<file path="config.mk">
export PLATFORM = sky130hd
export DESIGN_NAME = encoder_gate_ctrl
export DESIGN_NICKNAME = d
export VERILOG_FILES = /design/src/rtl/encoder_gate_ctrl.sv
export SDC_FILE = /design/constraint.sdc
export NUM_CORES = 1
export LEC_CHECK = 0
export ABC_AREA = 1
export CORE_MARGIN = 5
export CORE_UTILIZATION = 49
export DETAILED_ROUTE_END_ITERATION = 6
export GPL_TIMING_DRIVEN = 0
export PLACE_DENSITY = 0.66
export SLEW_MARGIN = 15
export SYNTH_ARGS = -nofsm -noshare
export SYNTH_HDL_FRONTEND = slang
export SYNTH_SLANG_ARGS = --single-unit
</file>
<file path="constraint.sdc">
create_clock -name CLK -period 5.5 [get_ports CLK]
set_input_delay 1.1 -clock CLK [delete_from_list [all_inputs] [get_ports CLK]]
set_output_delay 1.1 -clock CLK [all_outputs]
set_load 0.05 [all_outputs]
</file>
<file path="src/rtl/encoder_gate_ctrl.sv">
// encoder_gate_ctrl: gated tick counter for a single-line incremental encoder.
// The raw tick line passes through a 2-flop synchronizer. Rising edges are
// counted over back-to-back windows of GATE_CYCLES cycles. Each window count
// is scaled to RPM, saturated to 11 bits and published with a 1-cycle strobe.
// The block also flags a stall when no edge arrives for STALL_CYCLES cycles.
module encoder_gate_ctrl #(
  parameter int unsigned GATE_CYCLES  = 3_000_000,
  parameter int unsigned RPM_PER_EDGE = 1,
  parameter int unsigned EDGE_W       = 16,
  parameter int unsigned STALL_CYCLES = 6_000_000
) (
  input  logic        CLK,
  input  logic        RST,
  input  logic        enable,
  input  logic        ticks,
  output logic [10:0] rpm,
  output logic        rpm_valid,
  output logic        overflow,
  output logic        stalled
);

  localparam int GATE_W  = $clog2(GATE_CYCLES);
  localparam int STALL_W = $clog2(STALL_CYCLES + 1);
  localparam int MUL_W   = $clog2(RPM_PER_EDGE + 1);
  localparam int PROD_W  = EDGE_W + MUL_W;
  // Give the product at least 11 bits so the rpm slice is always legal.
  localparam int EXT_W   = (PROD_W > 11) ? PROD_W : 11;

  localparam logic [GATE_W-1:0]  GATE_LAST = GATE_W'(GATE_CYCLES - 1);
  localparam logic [EDGE_W-1:0]  EDGE_MAX  = '1;
  localparam logic [STALL_W-1:0] STALL_LIM = STALL_W'(STALL_CYCLES);
  localparam logic [EXT_W-1:0]   RPM_SAT   = EXT_W'(2047);
  localparam logic [EXT_W-1:0]   SCALE     = EXT_W'(RPM_PER_EDGE);

  typedef enum logic [1:0] {S_IDLE, S_PRIME, S_COUNT} state_t;

  state_t             r_state;
  logic               r_prime;
  logic [GATE_W-1:0]  r_gate;
  logic [EDGE_W-1:0]  r_edge;
  logic [STALL_W-1:0] r_stall;
  logic               r_s1, r_s2, r_s2_d;

  logic               w_rise;
  logic [EDGE_W-1:0]  w_edge_next;
  logic [EXT_W-1:0]   w_prod;
  logic               w_ovf;
  logic [STALL_W-1:0] w_stall_inc;

  assign w_rise      = r_s2 & ~r_s2_d;
  // The edge count includes an edge detected in the current cycle. This
  // matters on the last gate cycle, where the count is published directly.
  assign w_edge_next = (w_rise && (r_edge != EDGE_MAX)) ? r_edge + 1'b1 : r_edge;
  assign w_prod      = EXT_W'(w_edge_next) * SCALE;
  assign w_ovf       = (w_prod > RPM_SAT);
  assign w_stall_inc = (r_stall == STALL_LIM) ? r_stall : r_stall + 1'b1;

  // Two-flop synchronizer plus a delayed copy for rising-edge detection.
  always_ff @(posedge CLK) begin
    if (RST) begin
      r_s1   <= 1'b0;
      r_s2   <= 1'b0;
      r_s2_d <= 1'b0;
    end else begin
      r_s1   <= ticks;
      r_s2   <= r_s1;
      r_s2_d <= r_s2;
    end
  end

  // Window sequencer: idle / prime the synchronizer / count, plus publish and stall.
  always_ff @(posedge CLK) begin
    if (RST) begin
      r_state   <= S_IDLE;
      r_prime   <= 1'b0;
      r_gate    <= '0;
      r_edge    <= '0;
      r_stall   <= '0;
      rpm       <= '0;
      rpm_valid <= 1'b0;
      overflow  <= 1'b0;
      stalled   <= 1'b0;
    end else begin
      rpm_valid <= 1'b0;
      case (r_state)
        S_IDLE: begin
          r_gate  <= '0;
          r_edge  <= '0;
          r_stall <= '0;
          r_prime <= 1'b0;
          stalled <= 1'b0;
          if (enable) r_state <= S_PRIME;
        end
        S_PRIME: begin
          // Two cycles so stale synchronizer contents never count as an edge.
          if (!enable) begin
            r_state <= S_IDLE;
            r_prime <= 1'b0;
          end else if (r_prime) begin
            r_state <= S_COUNT;
            r_prime <= 1'b0;
          end else begin
            r_prime <= 1'b1;
          end
        end
        S_COUNT: begin
          if (r_gate == GATE_LAST) begin
            rpm       <= w_ovf ? 11'd2047 : w_prod[10:0];
            overflow  <= w_ovf;
            rpm_valid <= 1'b1;
            r_gate    <= '0;
            r_edge    <= '0;
          end else begin
            r_gate <= r_gate + 1'b1;
            r_edge <= w_edge_next;
          end
          // r_stall holds the number of COUNT cycles since the last detect,
          // so the cycle after a detect reads 1.
          if (w_rise) begin
            r_stall <= STALL_W'(1);
            stalled <= 1'b0;
          end else begin
            r_stall <= w_stall_inc;
            stalled <= (w_stall_inc == STALL_LIM);
          end
          // Dropping enable discards the partial window. A window ending in
          // this same cycle has already been published above.
          if (!enable) begin
            r_state <= S_IDLE;
            r_gate  <= '0;
            r_edge  <= '0;
            r_stall <= '0;
            stalled <= 1'b0;
          end
        end
        default: r_state <= S_IDLE;
      endcase
    end
  end

endmodule
</file>
* Word-level counts from Yosys, hierarchy flattened *
Cells that the tools add are included.

cells by class
  add/sub/neg operators = 3
  order comparisons = 1
  equality and inequality tests = 9
  multiplexer cells = 24
  bitwise logic cells = 3
  reduce and logical (&&, ||, !) cells = 7

operators by type and width
  kind                     number
  $mux W23                 3
  $mux W16                 3
  $eq A23 B23 Y1 const B   2
  $pmux W23 S2             1
  $mux W22                 2
  $pmux W22 S2             1
  $pmux W16 S2             1
  $add A23 B1 Y23 const B  1
  $add A22 B1 Y22 const B  1
  $eq A22 B22 Y1 const B   1
  $add A16 B1 Y16 const B  1
  $gt A16 B11 Y1 const B   1
  $ne A16 B16 Y1 const B   1
  $mux W11                 1
  $mux W2                  4
  $pmux W2 S3              1
  $mux W1                  5
  $ne A2 B2 Y1 const B     2
  $pmux W1 S2              2
  $reduce_bool A2 Y1       2
  $ne A3 B3 Y1 const B     1
  $reduce_and A3 Y1        1
  $eq A2 B1 Y1 const B     1
  $eq A2 B2 Y1 const B     1
  other kinds (6)          7

word-level totals
  flip-flop bits (word level) = 81
  input bits = 4
  output and inout bits = 14
  logic and storage cells = 59

* Depth between registers and ports, before layout *
  word-level depth = 7
  gate-level depth with buffers = 15
  depth with buffers taken out = 14

* Worst setup path before layout *
No wires, ideal clock.

  path type = input-to-reg
  start = input enable
  end = register r_stall[16]
  library setup time = 0.070 ns
  arrival = 2.099 ns
  required time = 5.430 ns
  path slack = 3.331 ns
  stages = 7
  path buffers = 0
  cells stage by stage = inv_1 nor2_1 inv_1 nor2_2 inv_1 or2_2 a21oi_1

between the ends
  longest elaborated chain between the ends = 2

RTL lines
  what                  line  RTL
  from (decl)           14    input logic enable,
  $mux W23              128   if (!enable) begin
  $pmux W23 S2          85    case (r_state)
  to (signal assigned)  123   r_stall <= w_stall_inc;
  to (decl)             41    logic [STALL_W-1:0] r_stall;

Every way passes these cells.
A chain may end at the register's enable or synchronous reset.

* Worst setup path after layout *
  start = input enable
  end = register r_stall[7]

The elaborated chain is that of the path after synthesis.

==> results.yml <==
run_status:
  outcome: "finished, final reports clean"
clock_tree:
  cts_setup_buffers: 0
  cts-root-buf: "clkbuf_8"
  clock_path_buffers: 2
  cts_tree: "yes"
  numCtsBuffers: 9
  ctsHoldBuffers: 0
  clkSlewWorstSetupHoldPaths_ns: 0.09
  htreeDepth: 3
  cts_sinks: 81
  ctsResizeCount: 0
  clk_latency_ns: 0.36
synth:
  ys_types: 41
  syn_avg_cell_area_um2: 6.66
  synth-seq-area-share_pct: 35.9
  ys_seq_elements: 81
  synth_nets: 685
  ys_warn_count: 0
  syn_inst: 677
  syn-cell-area_um2: 4510
sta:
  fin_setup_tns_ns: 0
  setup_slack_ns: 2.68
  rsz0062_at_grt: "false"
  worst_pin_slew_ns: 0.620
  drv_slew: 0
  hold_viol_final: 0
  slew-limit-headroom_pct: 58.7
  max_freq_mhz: 355
  fin_worst_skew_ns: 0.0185
  finalSetupViolCount: 0
  post-route-min-period_ns: 2.82
  period_share_pct: 51.3
layout:
  drive_above_1_share_pct: 8.60
  final_area_um2: 5010
  fill_cells: 911
  finalNonFillerCells: 820
  diodes: 0
  syn2layout_area_growth_pct: 11.0
  nets: 712
  utilization_pct: 55.0
floorplanning:
  die_y_um: 106
  rows: 35
  die_x_um: 106
  initial_utilization_pct: 49.5
  ioPinCount: 18
  dieArea_um2: 11200
  coreArea_um2: 9110
power_and_ir_drop:
  internal_power_mw: 0.810
  pwr-share-comb_pct: 3.1
  peakVddDrop_mv: 0.145
  pwr-share-seq_pct: 54.8
  leakagePower_nw: 1.75
  power_density_nw_per_um2: 214
  swShare_pct: 24.6
  clock_power_share_pct: 42.1
  p_sw_mw: 0.264
detailed_routing:
  viasPerCell: 5.17
  postRouteWirelength_mm: 11.0
  drt_iter0_markers: 248
  num_vias: 4243
  ant_nets: 0
  drt_pass1_iterations: 5
  routedWlPerCell_um: 13.4
  post-route-drc-count: 0
placement:
  placed_cell_area_um2: 4810
  placedCellCount: 804
  detailedPlace.worstSlack_ns: 2.30
  dp_hpwl_mm: 8.27
  finalWeightedCongestion: 0.948
  numPortBuffers: 16
global_routing:
  overflow: 0
  grt_antenna_before_repair: 0
  grt_max_degree: 16
  grt_pass1_wl_mm: 18.7
  grt_usage_pct: 20.2
  grt_pass1_vias: 3966
setup_path:
  crit_fanout: 9
  reg2reg_to: "stalled"
  worst_setup_path_end_kind: "flip-flop"
  r2r_cells: 10
  crit_arrival_ns: 3.11
  critPathKind: "in2reg"
  critPathRequiredTime_ns: 5.79
  start_kind: "input port"
  rr_startpoint: "r_stall[1]"
  rrSetupSlack_ns: 3.19
job:
  drv_cap: 0
worst_hold_path:
  hp-class: "reg2reg"
  min_to: "r_s2"
  hold_depth: 2
  hp-start: "r_s1"
## flip-flops by register name (all words and copies together), names as in the netlist, 2 cells and up
name and cells:
r_stall 23, r_gate 22, r_edge 16, rpm 11
r_state 2
## critical path: stages
cell and delay [ns]:
clkdlybuf4s50_1 0.45, inv_1 0.06, nor2_1 0.29, inv_1 0.13
nor2_2 0.39, inv_1 0.23, or2_2 0.34, a21oi_1 0.11
## layout make-up
| class | instances | area (um^2) | share of cell area (%) |
|---|---|---|---|
| buffer | 19 | 96.3 | 1.92 |
| clock buffer | 9 | 124 | 2.47 |
| clock inverter | 7 | 75.1 | 1.50 |
| inverter | 69 | 262 | 5.22 |
| multi-input combinational | 508 | 2530 | 50.5 |
| sequential | 81 | 1620 | 32.4 |
| tap | 111 | 139 | 2.77 |
| timing repair buffer | 16 | 160 | 3.20 |
## cells in the final DEF, fill, tap and decap left out, types with 11 or more instances in the layout
master	instances
clkdlybuf4s50_1	16
dfxtp_1	81
o21ai_0	16
inv_1	66
clkbuf_1	13
xor2_1	21
xnor2_1	13
a21oi_1	43
nand2_1	182
nor2_1	108
nor3_1	11
nand4_1	20
nand3_1	28
## cell usage after synthesis (all sizes together)
cell	number	area (um^2)
nand2	186	713
nor2	115	459
dfxtp	81	1620
inv	68	258
a21oi	52	294
nand3	32	180
xor2	21	184
nand4	20	125
o21ai	19	98.9
nor3	14	85.1
clkbuf	13	48.8
xnor2	13	114
or2	11	68.8
buf	6	47.5
ha	4	50.1
nand3b	3	22.5
o21a	3	22.5
a211oi	2	15.0
a21o	2	15.0
a2bb2oi	2	17.5
nor3b	2	15.0
nor4	2	12.5
o21bai	2	15.0
a2111oi	1	8.76
clkinv	1	3.75
o31a	1	8.76
o31ai	1	7.51
## kinds of logic (layout without fill, tap and decap cells)
family	count (synthesis)	in the layout	share of synthesized area, %
XOR/XNOR	34	34	6.60
buffers and inverters	88	120	7.93
AO/OA/AOI/OAI	85	85	11.1
AND/OR/NAND/NOR	385	385	37.3
adder cells (fa/ha/maj)	4	4	1.11
flip-flops	81	81	35.9
## worst max-delay path by stage
stage	startpoint	end	cells after the start
after floorplan	enable	r_stall[16]	7
after global placement	enable	r_stall[16]	8
after detailed placement	enable	r_stall[16]	8
after CTS	enable	r_stall[7]	8
after global routing	enable	stalled	11
final	enable	r_stall[7]	8
## through the flow
stage / hold WS (ns) / power (mW)
finish: 0.409 / 1.07
detailed placement: 0.397 / 0.636
global placement: 0.392 / 0.635
floorplan: 0.388 / 0.624
global route: 0.430 / 1.12
CTS: 0.413 / 1.09
## power by group through the flow
stage / logic, mW / clock network (mW) / registers, mW
2_1_floorplan: 0.0219 / 0 / 0.602
3_3_place_gp: 0.0329 / 0 / 0.602
3_5_place_dp: 0.0332 / 0 / 0.603
4_1_cts: 0.0332 / 0.465 / 0.589
5_1_grt: 0.0369 / 0.496 / 0.589
6_report: 0.0328 / 0.452 / 0.589
## layer usage
metal  up-vias  GRT usage (%)  routed length [um]
met4         0           4.72                 123
met3        14           3.28                 429
met1      1932           28.3                5360
met2        84           32.7                5040
li1       2213              -                   -
met5         -              0                   0
(Power assumes the default switching activity.)
==> patch 1 (config.mk and constraints unchanged) <==
The 3 states of `state_t` get a one-hot encoding in 3 bits.
--- a/src/rtl/encoder_gate_ctrl.sv
+++ b/src/rtl/encoder_gate_ctrl.sv
@@ -34,3 +34,3 @@
 
-  typedef enum logic [1:0] {S_IDLE, S_PRIME, S_COUNT} state_t;
+  typedef enum logic [2:0] {S_IDLE = 3'b001, S_PRIME = 3'b010, S_COUNT = 3'b100} state_t;
 
Function: no difference found for any inputs over 10 cycles, from zero or initial values and one cycle with RST high; not proved beyond that.
==> patch 1 against the original RTL <==
  * Sequential cell count is 1 higher
  * Register-to-register slack better by 0.06 ns
  * Synthesized cell count is 8.4% higher
  * Synthesized area is 7.0% higher
  * Power is 2.1% higher
  * Wire length is 5.8% higher
  * Worst setup slack better by 0.054 ns
  * Cell area is 6.9% higher
  * Critical path type unchanged
==> patch 1: results (changes against the original RTL) <==
----------------------------------------------------
[Run status]
  Result of the run ... finished clean

[Global routing]
  Wire length of the first global-routing pass ... 20100 µm (+7.5%)
  Vias in the first global route ... 4356 (+9.8%)
  Met3 Usage GRT ... 0.0302 (-0.00259)
  GRT Resource Usage Total ... 0.212 (+0.0101)
  Met1 Usage GRT ... 0.297 (+0.0148)

[Finish]
  Share of post-route cells with drive strength above 1 ... 0.0901 (+0.00404)
  Fill cell instance count of the final layout ... 969 (+6.4%)
  Number of nets in the finished design ... 769 (+8.0%)

[Power]
  Sequential Power Share ... 0.543 (-0.005)
  Sw Ratio ... 0.250 (+0.00469)
  Pleak ... 0.00191 µW (+9.4%)
  Int Power ... 822 µW (+1.5%)

[STA]
  Post-route clock period utilization ... 0.503 (-0.00980)
  Rel. slew slack ... 0.605 (+0.0181)
  Hold slack final ... 0.421 ns (+0.0119 ns)
  Skew final ... 0.0160 ns (-0.00255 ns)

[Place]
  Placer Congestion ... 0.924 (-2.5%)

[Synthesis]
  Dominant cells by area after synthesis ... dfxtp_1, nand2_1, nor2_1
  Most frequent cells after synthesis ... nand2_1, nor2_1, dfxtp_1
  Area share of the leading cell type in the synthesized netlist ... 0.340 (-0.0194)
  Number of distinct library cells after synthesis ... 45 (+9.8%)
  Total nets after synthesis ... 742 (+8.3%)
  Sequential share of the synthesized area ... 0.340 (-0.0194)

[Critical path]
  Length in cells of the worst reg-to-reg path ... 11 (+1)
  CP endpoint ... r_stall[15]
  Reg2Reg Setup Slack ... 3.25 ns (+0.06 ns)
  Highest fanout seen on the critical path ... 10 (+1)
  R2R Path Start ... r_stall[0]

[Detailed routing]
  First DRT Iteration DRCs ... 283 (+14%)
  Total via count after detailed routing ... 4604 (+8.5%)
  DR WL met2 ... 5040 µm (about the same)
  Met3 routed wirelength ... 513 µm (+20%)

----------------------------------------------------
-- patch 1: cell types whose count changed after synthesis, moves of 5 or more --
cell,before,now
nand3_2,4,12
a21oi_2,9,0
o21ai_0,16,11
inv_1,66,78
nand2_1,182,198
o21a_1,3,14
nand3_1,28,47
-- patch 1: layout make-up --
| cell class | count | area [µm²] | area share |
|---|---|---|---|
| Clock buffer | 10 | 128 | 0.0238 |
| Multi-Input combinational cell | 545 | 2740 | 0.511 |
| Tap cell | 133 | 166 | 0.0311 |
| Timing Repair Buffer | 16 | 160 | 0.0299 |
| Buffer | 23 | 130 | 0.0243 |
| Inverter | 84 | 318 | 0.0593 |
| Sequential cell | 82 | 1640 | 0.306 |
| Clock inverter | 6 | 73.8 | 0.0138 |
-- patch 1: per-stage QoR --
| stage | std cells | utilization | area [µm²] |
|---|---|---|---|
| 2_1_floorplan | 734 | - | 4830 |
| 3_3_place_gp | 883 | 0.532 | 5150 |
| 3_5_place_dp | 883 | 0.532 | 5150 |
| 4_1_cts | 899 | 0.553 | 5360 |
| 5_1_grt | 899 | 0.553 | 5360 |
| 6_report | 899 | 0.553 | 5360 |
-- patch 1: worst max-delay path: stages --
cell and delay [ns]:
clkdlybuf4s50_1 0.51, inv_1 0.08, nor2_1 0.23, inv_1 0.11
nor2_1 0.32, clkbuf_1 0.46, nand2_1 0.11, a21oi_1 0.14
-- patch 1: kinds of logic (layout without fill, tap and decap cells) --
group / after synthesis / after routing / synth area share
AOI/OAI and AO/OA: 85 / 85 / 0.104
adders and majority gates: 4 / 4 / 0.0104
and+or+nand+nor: 428 / 428 / 0.402
DFF: 82 / 82 / 0.340
xor gates and xnor gates: 28 / 28 / 0.0508
buffers and inverters: 107 / 139 / 0.0928
==> patch 2 (same flow settings) <==
Without the edit above. The parameter `STALL_CYCLES` goes from 6_000_000 to 3_000_000.
--- a/src/rtl/encoder_gate_ctrl.sv
+++ b/src/rtl/encoder_gate_ctrl.sv
@@ -9,3 +9,3 @@
   parameter int unsigned EDGE_W       = 16,
-  parameter int unsigned STALL_CYCLES = 6_000_000
+  parameter int unsigned STALL_CYCLES = 3_000_000
 ) (
Function: no difference found for any inputs over 10 cycles, from zero or initial values and one cycle with RST high; that may be too few to reach the edited logic, so the function may still have changed.
==> patch 2 against the original RTL <==
  * Clock skew fell by 0.0075 ns
  * Sequential cell count down 1
  * Die area is 4.2% higher
  * Power is 1.6% lower
  * Wire length is 4.1% higher
  * Core utilization grew 1.2 points
  * Cell count is 11% higher
  * Synthesized cell count rose by 10%
  * Synthesized area rose by 4.6%
  * First-iteration DRC count rose by 13%
  * Cell area grew 4.6%
  * Non-clock buffer count up 3
  * Count of clock-buffer cells in the layout did not move
  * Worst setup slack better by 0.18 ns
  * Largest power group unchanged
  * Highest routed layer unchanged
==> patch 2: results (changes against the original RTL) <==
----------------------------------------------------
[Global routing]
  Number of antenna violations at the first check in global routing ... 0 (unchanged)
  GRT Resource Usage Total ... 0.202 (about the same)
  Wire length of the first global-routing pass ... 19200 µm (+2.7%)
  GR Overflow Total ... 0 (unchanged)
  Maximum number of pins on one net before global-route repair ... 15 (-1)
  Vias in the first global route ... 4176 (+5.3%)

[STA]
  Worst Max-Slew Pin Slew ... 0.835 ns (+0.215 ns)
  Skew final ... 0.0110 ns (-0.00746 ns)
  Final setup violating endpoints ... 0 (unchanged)

[Critical path]
  R2R Path Start ... r_gate[1]
  Max incr delay on CP ... 0.84 ns (+0.39 ns)
  Cell type of the slowest stage on the worst timing path ... clkdlybuf4s50_1
  Arrival time at the worst endpoint ... 1.54 ns (-1.57 ns)
  Launch point of the critical path ... stalled
  Highest fanout seen on the critical path ... 2 (-7)
  Kind of cell with the highest combined delay on the critical path ... buffers and inverters

[Place]
  HPWL reported at the end of detailed placement ... 8790 µm (+6.2%)
  Port buffer count ... 16 (unchanged)
  Placed Instances ... 891 (+11%)
  Placer Congestion ... 0.935 (-1.4%)

[Detailed routing]
  First-pass detailed-route iteration total ... 5 (unchanged)
  Total via count after detailed routing ... 4629 (+9.1%)
  Vias per cell ... 5.10 (-1.4%)
  Wire length reported by the detailed router ... 11400 µm (+4.1%)
  First DRT Iteration DRCs ... 280 (+13%)

[Clock network]
  Number of buffers inserted during clock tree synthesis ... 9 (unchanged)
  Maximum count of clock buffers along a single path ... 2 (unchanged)
  Clock-pin transition on the worst setup and hold timing paths ... 0.09 ns (about the same)
  Number of buffers added for setup after CTS ... 0 (unchanged)
  CTS H-tree lvls ... 3 (unchanged)
  Buffer type at the clock tree root ... clkbuf_8
  Skew-Pair Late Insertion Delay ... 0.36 ns (about the same)
  Post-cts resize count ... 0 (unchanged)

[Power]
  Net switching power ... 257 µW (-2.5%)
  Peak supply drop ... 0.148 mV (+2.3%)
  Pleak ... 0.00194 µW (+11%)

[Finish]
  Biggest registers after layout ... r_gate: 22 flops, r_stall: 22 flops, r_edge: 16 flops
  Share of post-route cells with drive strength above 1 ... 0.0668 (-0.0192)
  Number of nets in the finished design ... 781 (+9.7%)
  Antenna diode instance count ... 0 (unchanged)

[Synthesis]
  Dominant cells by area after synthesis ... dfxtp_1, nand2_1, nor2_1
  Total nets after synthesis ... 754 (+10%)
  Average instance area after synthesis ... 6.33 µm² (-5.0%)
  Warnings, synthesis ... 0 (unchanged)
  Most frequent cells after synthesis ... nand2_1, nor2_1, inv_1
  Number of distinct library cells after synthesis ... 39 (-4.9%)
  Async set or reset register ratio after synthesis ... 0 (unchanged)
  Sequential share of the synthesized area ... 0.339 (-0.0201)

[Hold path]
  Hold Crit Start ... r_s2
  Worst Hold Class ... reg -> reg

[Run status]
  Result of the run ... finished clean

----------------------------------------------------
patch 2: changes by cell type in the layout (fill, tap and decap cells not counted), sizes merged, moves of 5 or more:
cell,change
buf,+5
inv,+18
nand2,+25
nand3,+23
nand4,+8
nor2,+13
o21ai,-8
or2,-6
xnor2,-12
patch 2: per-stage QoR:
step | setup WS [ns] | area, µm² | total power, µW
CTS | 2.85 | 5240 | 1070
global route | 2.82 | 5240 | 1090
finish | 2.86 | 5240 | 1060
floorplan | 3.50 | 4720 | 621
global placement | 2.67 | 5040 | 633
detailed placement | 2.68 | 5040 | 633
patch 2: path summary, 6_finish.rpt:
| path | slack [ns] | depth (start not counted) | to |
|---|---|---|---|
| worst max-delay path | 2.86 | 1 | stalled |
| worst min-delay path | 0.43 | 2 | r_s2_d |
| worst max register to register | 3.34 | 13 | rpm[0] |
| worst min register to register | 0.43 | 2 | r_s2_d |
patch 2: worst register-to-register path, stage by stage, from the launching register on:
cell and delay (ns):
dfxtp_1 0.37, ha_1 0.18, nand2_1 0.08, nor2_2 0.16
nand3_1 0.11, inv_1 0.09, nand3_1 0.15, nor2_2 0.29
nand3_2 0.13, nor2_4 0.11, buf_6 0.13, nand4_1 0.13
nand2_1 0.09, inv_1 0.04
patch 2: kinds of logic (layout without fill, tap and decap cells):
| family | after synthesis | after routing | synth area share |
|---|---|---|---|
| simple gates | 449 | 449 | 0.413 |
| buf+inv | 111 | 143 | 0.0946 |
| flops | 80 | 80 | 0.339 |
| compound gates | 77 | 77 | 0.0957 |
| xor+xnor | 25 | 25 | 0.0464 |
| fa+ha+maj | 4 | 4 | 0.0106 |
patch 2: layer usage:
metal,wire length [µm],global-route usage
met5,0,0
met4,134,0.0541
met3,620,0.0352
met2,4790,0.315
met1,5860,0.287
patch 2: final cells by class:
type	count	area [µm²]
Timing Repair Buffer	16	160
Sequential cell	80	1600
Clock inverter	7	72.6
Inverter	89	334
Fill cell	954	4090
Buffer	22	113
Tap cell	129	161
Multi-Input combinational cell	555	2670
Clock buffer	9	124
patch 2: power by group through the flow:
stage	clock, µW	sequential [µW]	combinational [µW]
detailed placement	0	595	38.1
CTS	450	582	38.3
global placement	0	595	37.8
finish	437	582	38.1
floorplan	0	595	25.9
global route	471	582	42.1
